## config.mk

```make
export PLATFORM = sky130hd
export DESIGN_NAME = serial_tx_piso
export DESIGN_NICKNAME = d
export VERILOG_FILES = /design/src/rtl/serial_pkg.sv /design/src/rtl/bit_timer.sv /design/src/rtl/serial_tx_piso.sv
export SDC_FILE = /design/constraint.sdc
export NUM_CORES = 1
export LEC_CHECK = 0
export CAP_MARGIN = 20
export CORE_UTILIZATION = 53
export CTS_CLUSTER_SIZE = 40
export DETAILED_ROUTE_END_ITERATION = 10
export PLACE_DENSITY = 0.77
export SYNTH_ARGS = -nofsm -noshare
export SYNTH_HDL_FRONTEND = slang
export SYNTH_SLANG_ARGS = --single-unit
```

## constraint.sdc

```tcl
create_clock -name Cp -period 2.5 [get_ports Cp]
set_clock_uncertainty 0.15 [all_clocks]
set_input_delay 0.5 -clock Cp [delete_from_list [all_inputs] [get_ports Cp]]
set_output_delay 0.5 -clock Cp [all_outputs]
set_load 0.005 [all_outputs]
```

## src/rtl/serial_pkg.sv

```systemverilog
// Shared definitions for the serial link transmitter and receiver.
// Latency: n/a (types and constants only).
// Backpressure: n/a.
package serial_pkg;

  typedef enum logic [1:0] {
    S_IDLE  = 2'd0,
    S_START = 2'd1,
    S_DATA  = 2'd2,
    S_STOP  = 2'd3
  } state_e;

  localparam logic LINE_IDLE = 1'b1;
  localparam logic START_BIT = 1'b0;
  localparam logic STOP_BIT  = 1'b1;

endpackage

```

## src/rtl/bit_timer.sv

```systemverilog
// Bit-period down-counter: reload to DIV-1, count to zero and hold there.
// Latency: zero_o is registered-state decode; reload takes effect on the next edge.
// Backpressure: none; the owner decides when to reload.
module bit_timer #(
  parameter int DIV = 4
) (
  input  logic clk_i,
  input  logic rst_ni,
  input  logic reload_i,
  output logic zero_o
);

  localparam int TW = (DIV > 1) ? $clog2(DIV) : 1;
  localparam logic [TW-1:0] RELOAD = TW'(DIV - 1);

  logic [TW-1:0] cnt_q, cnt_d;

  // Next count: reload wins, otherwise decrement until zero and stick there.
  always_comb begin
    cnt_d = cnt_q;
    if (reload_i) begin
      cnt_d = RELOAD;
    end else if (cnt_q != '0) begin
      cnt_d = cnt_q - TW'(1);
    end
  end

  // Counter register.
  always_ff @(posedge clk_i or negedge rst_ni) begin
    if (!rst_ni) begin
      cnt_q <= '0;
    end else begin
      cnt_q <= cnt_d;
    end
  end

  assign zero_o = (cnt_q == '0);

endmodule

```

## src/rtl/serial_tx_piso.sv

```systemverilog
// Frame transmitter: start bit, WIDTH data bits LSB first, stop bit, DIV cycles each.
// Latency: (WIDTH+2)*DIV cycles capture-to-idle; Done pulses in the first idle cycle.
// Backpressure: Ready=1 only in IDLE; Valid is ignored while a frame is in flight.
module serial_tx_piso
  import serial_pkg::*;
#(
  parameter int WIDTH = 8,
  parameter int DIV   = 4
) (
  input  logic             Cp,
  input  logic             Rn,
  input  logic [WIDTH-1:0] D,
  input  logic             Valid,
  output logic             Ready,
  output logic             TxD,
  output logic             Busy,
  output logic             Done
);

  localparam int IW = $clog2(WIDTH + 1);
  localparam logic [IW-1:0] LAST_IDX = IW'(WIDTH - 1);

  state_e           state_q, state_d;
  logic [WIDTH-1:0] shift_q, shift_d;
  logic [IW-1:0]    idx_q, idx_d;
  logic             txd_q, txd_d;
  logic             done_q, done_d;
  logic             reload;
  logic             bit_end;

  bit_timer #(
    .DIV (DIV)
  ) u_timer (
    .clk_i    (Cp),
    .rst_ni   (Rn),
    .reload_i (reload),
    .zero_o   (bit_end)
  );

  // Next-state logic: every bit boundary reloads the timer and registers the next line level.
  always_comb begin
    state_d = state_q;
    shift_d = shift_q;
    idx_d   = idx_q;
    txd_d   = txd_q;
    done_d  = 1'b0;
    reload  = 1'b0;
    case (state_q)
      S_IDLE: begin
        txd_d = LINE_IDLE;
        if (Valid) begin
          shift_d = D;
          reload  = 1'b1;
          state_d = S_START;
          txd_d   = START_BIT;
        end
      end
      S_START: begin
        if (bit_end) begin
          reload  = 1'b1;
          state_d = S_DATA;
          idx_d   = '0;
          txd_d   = shift_q[0];
        end
      end
      S_DATA: begin
        if (bit_end) begin
          reload = 1'b1;
          if (idx_q == LAST_IDX) begin
            state_d = S_STOP;
            txd_d   = STOP_BIT;
          end else begin
            // Shifting right keeps the current bit at position 0.
            shift_d = shift_q >> 1;
            idx_d   = idx_q + IW'(1);
            txd_d   = shift_d[0];
          end
        end
      end
      S_STOP: begin
        if (bit_end) begin
          state_d = S_IDLE;
          done_d  = 1'b1;
          txd_d   = LINE_IDLE;
        end
      end
      default: begin
        state_d = S_IDLE;
        txd_d   = LINE_IDLE;
      end
    endcase
  end

  // State, datapath and registered outputs; reset abandons any frame with the line high.
  always_ff @(posedge Cp or negedge Rn) begin
    if (!Rn) begin
      state_q <= S_IDLE;
      shift_q <= '0;
      idx_q   <= '0;
      txd_q   <= LINE_IDLE;
      done_q  <= 1'b0;
    end else begin
      state_q <= state_d;
      shift_q <= shift_d;
      idx_q   <= idx_d;
      txd_q   <= txd_d;
      done_q  <= done_d;
    end
  end

  assign Ready = (state_q == S_IDLE);
  assign Busy  = (state_q != S_IDLE);
  assign TxD   = txd_q;
  assign Done  = done_q;

endmodule

```

==> flow_summary_export.csv <==
group,metric,value,unit
logic_synthesis,synth.area.top_cells,"dfrtp_1 38%, ha_1 7.8%, nand2_1 4.4%, nor2_1 3.7%, a22oi_1 3.3%",
sta,final-setup-viol-count,0,
clocking,cts_tree,"built",
die,die_area,0.00230,mm²
clocking,cts.path.max_buffers,2,
clocking,cts_made_buffers,3,
logic_synthesis,yosys_warnings,0,
logic_synthesis,yosysSeqAreaShare,40.3,%
routing,detail-route-antenna-nets,0,
worst_setup_path,reg2reg_from,"state_q[0]",
logic_synthesis,synth_area,0.00112,mm²
finish,final_util,67.3,%
place,dp_hpwl,1930,µm
clocking,numClockSinks,18,
min_path,min_path_type,"flip-flop to flip-flop",
worst_setup_path,cp-end-kind,"output port",
grt,grt_use_total,24.9,%
sta,max_clock_freq,428,MHz
logic_synthesis,synth_top_area_share,37.9,%
pwr,vdd_drop_max,973,µV
worst_setup_path,criticalPathCategory,"flip-flop to output port",
die,start_util,56.6,%
logic_synthesis,synth_seq_cells,18,
sta,finalHoldViolations,0,
die,fp-row-count,16,
worst_setup_path,reg2reg_slack,380,ps
die,fp.coreArea,0.00198,mm²
sta,slew_viol_final,0,
place,io_buffer_count,14,
logic_synthesis,synth_area_leader_cell,"dfrtp_1",
worst_setup_path,reg2regPathDepth,6,
finish,diodes,0,
place,place_congestion,0.837,
grt,grt_pass1_wl,3930,µm
finish,nets,157,
min_path,hold_path_end,"TxD",
finish,area_growth,19.0,%
routing,avgRoutedWirePerCell,16.2,µm
sta,setup_tns,0,ps
die,dieWidth,48.0,µm
min_path,holdPathStages,1,
pwr,leakage,0.595,nW
logic_synthesis,synth_edf_count,0,
routing,drt_iter0_drc,38,
sta,fin_crit_sh,93.4,%
worst_setup_path,worstPathArrival,1680,ps
sta,rsz0062_at_grt,"no",
worst_setup_path,rr_endpoint,"state_q[1]",
finish,drive_gt1_share,9.42,%
clocking,path_clk_slew,110,ps
sta,slew_headroom,72.3,%
routing,routed_wl,2670,µm
pwr,powerDensity,1290,mW/mm²
grt,grt_pass1_vias,914,
routing,num_vias,989,
run_status,status,"complete, no violations",
sta,finalCriticalPeriod,2330,ps
clocking,clk_latency,290,ps
logic_synthesis,ys.flop_type,"dfrtp_1",
logic_synthesis,async_flop_share,100,%
logic_synthesis,syn_nets,139,
routing,drc,0,
clocking,root_buffer,"clkbuf_4",
clocking,cts_hold_buf,0,
min_path,hold_start,"TxD",
sta,tightestPinTransition,416,ps
worst_setup_path,critPathRequiredTime,1850,ps
logic_synthesis,synth.distinct_cells,42,
grt,antenna_found_initial,0,
worst_setup_path,cp-start-kind,"flip-flop",
routing,avgViaCountPerCell,5.99,
routing,first_pass_iters,5,
die,die_h,48.0,µm
worst_setup_path,critPathMaxFanout,9,
clocking,cts_max_level,1,
die,io_pins,15,
logic_synthesis,syn_inst,121,
run,cap_violations,0,
logic_synthesis,syn-mean-instance-area,9.27,µm²
grt,grt_start_max_net_pins,19,
grt,grt_overflow,0,
clocking,post_cts_buffers,0,
==> synthesized netlist by cell type (all sizes together) (2+ instances only) <==
master / count
a21oi: 6
nor3: 3
buf: 2
inv: 8
and3: 3
nand2: 13
nand3: 4
o21ai: 7
dfrtp: 17
a221o: 3
nor2: 11
ha: 7
a22oi: 5
a211o: 2
a211oi: 3
clkbuf: 3
and2: 2
nor2b: 3
==> how the worst max path moves through the flow <==
stage                  to  slack, ps       start  cells after the start
6_report             Busy        170  state_q[0]                      4
4_1_cts             Ready         90  state_q[0]                      3
3_3_place_gp   shift_q[2]        350       Valid                      5
5_1_grt              Busy         80  state_q[0]                      4
3_5_place_dp   shift_q[1]        300       Valid                      5
2_1_floorplan  shift_q[2]        620  state_q[0]                      7
==> power breakdown <==
group          internal, mW  switching [mW]
logic                 0.472           0.529
clock network        0.0887          0.0953
registers             0.427           0.104
==> per-stage QoR <==
stage | setup WS [ps] | instances | area (µm²) | hold WS, ps | power, mW
after floorplan | 618 | 121 | 1120 | 54.4 | 1.25
after global placement | 350 | 161 | 1290 | 337 | 1.47
after detailed placement | 303 | 161 | 1290 | 359 | 1.52
after CTS | 89.5 | 165 | 1330 | 374 | 1.70
after global routing | 76.2 | 165 | 1330 | 390 | 1.85
final | 166 | 165 | 1330 | 372 | 1.72
==> cells by family (layout without fill, tap and decap cells) <==
group,count (synthesis),in the layout,share of synthesized area [%]
AOI/OAI and AO/OA,37,37,25.1
adders and majority gates,7,7,7.81
buffers and inverters,13,30,5.36
DFF,18,18,40.3
muxes,1,1,1.00
and+or+nand+nor,45,45,20.4
==> placed cells by master (no fill, tap or decap), types with 2 or more instances in the layout <==
| cell type | instances |
|---|---|
| a211o_1 | 2 |
| a211oi_1 | 2 |
| a21oi_1 | 6 |
| a221o_1 | 3 |
| a22oi_1 | 5 |
| and2_1 | 2 |
| and3_1 | 3 |
| buf_4 | 4 |
| clkbuf_4 | 3 |
| clkdlybuf4s50_1 | 14 |
| dfrtp_1 | 17 |
| ha_1 | 6 |
| inv_1 | 8 |
| nand2_1 | 13 |
| nand3_1 | 4 |
| nor2_1 | 11 |
| nor2b_1 | 2 |
| nor3_1 | 2 |
| o21ai_0 | 5 |
| o21ai_1 | 2 |
==> area by class of cell <==
| class | instances | area [µm²] |
|---|---|---|
| Fill cell | 154 | 648 |
| Multi-Input combinational cell | 90 | 612 |
| Sequential cell | 18 | 452 |
| Timing Repair Buffer | 18 | 170 |
| Clock buffer | 4 | 36.3 |
| Tap cell | 27 | 33.8 |
| Inverter | 8 | 30.0 |
==> registers in the layout, summed over array words and instances, names as in the netlist <==
register and flops:
state_q 2, shift_q 8, u_timer.cnt_q 2, TxD 1
idx_q 4, Done 1
==> worst max-delay path: stages, from the launching register on <==
cell,delay [ps]
dfrtp_1,450
inv_1,100
ha_2,260
inv_1,100
clkdlybuf4s50_1,490
==> metal layers <==
metal	GRT usage (%)	part of all wire (%)	up-vias
met3	4.91	4.9	4
li1	-	-	474
met2	41.6	51	35
met4	9.44	1.2	0
met5	0	0	-
met1	31.8	43	476
==> timing repair <==
action / CTS / global route
setup endpoints to repair: 0 / 2
gates resized for setup: 0 / 1
endpoints found under the hold margin: 0 / 0
Note: power is estimated with default switching activity, not from simulation.
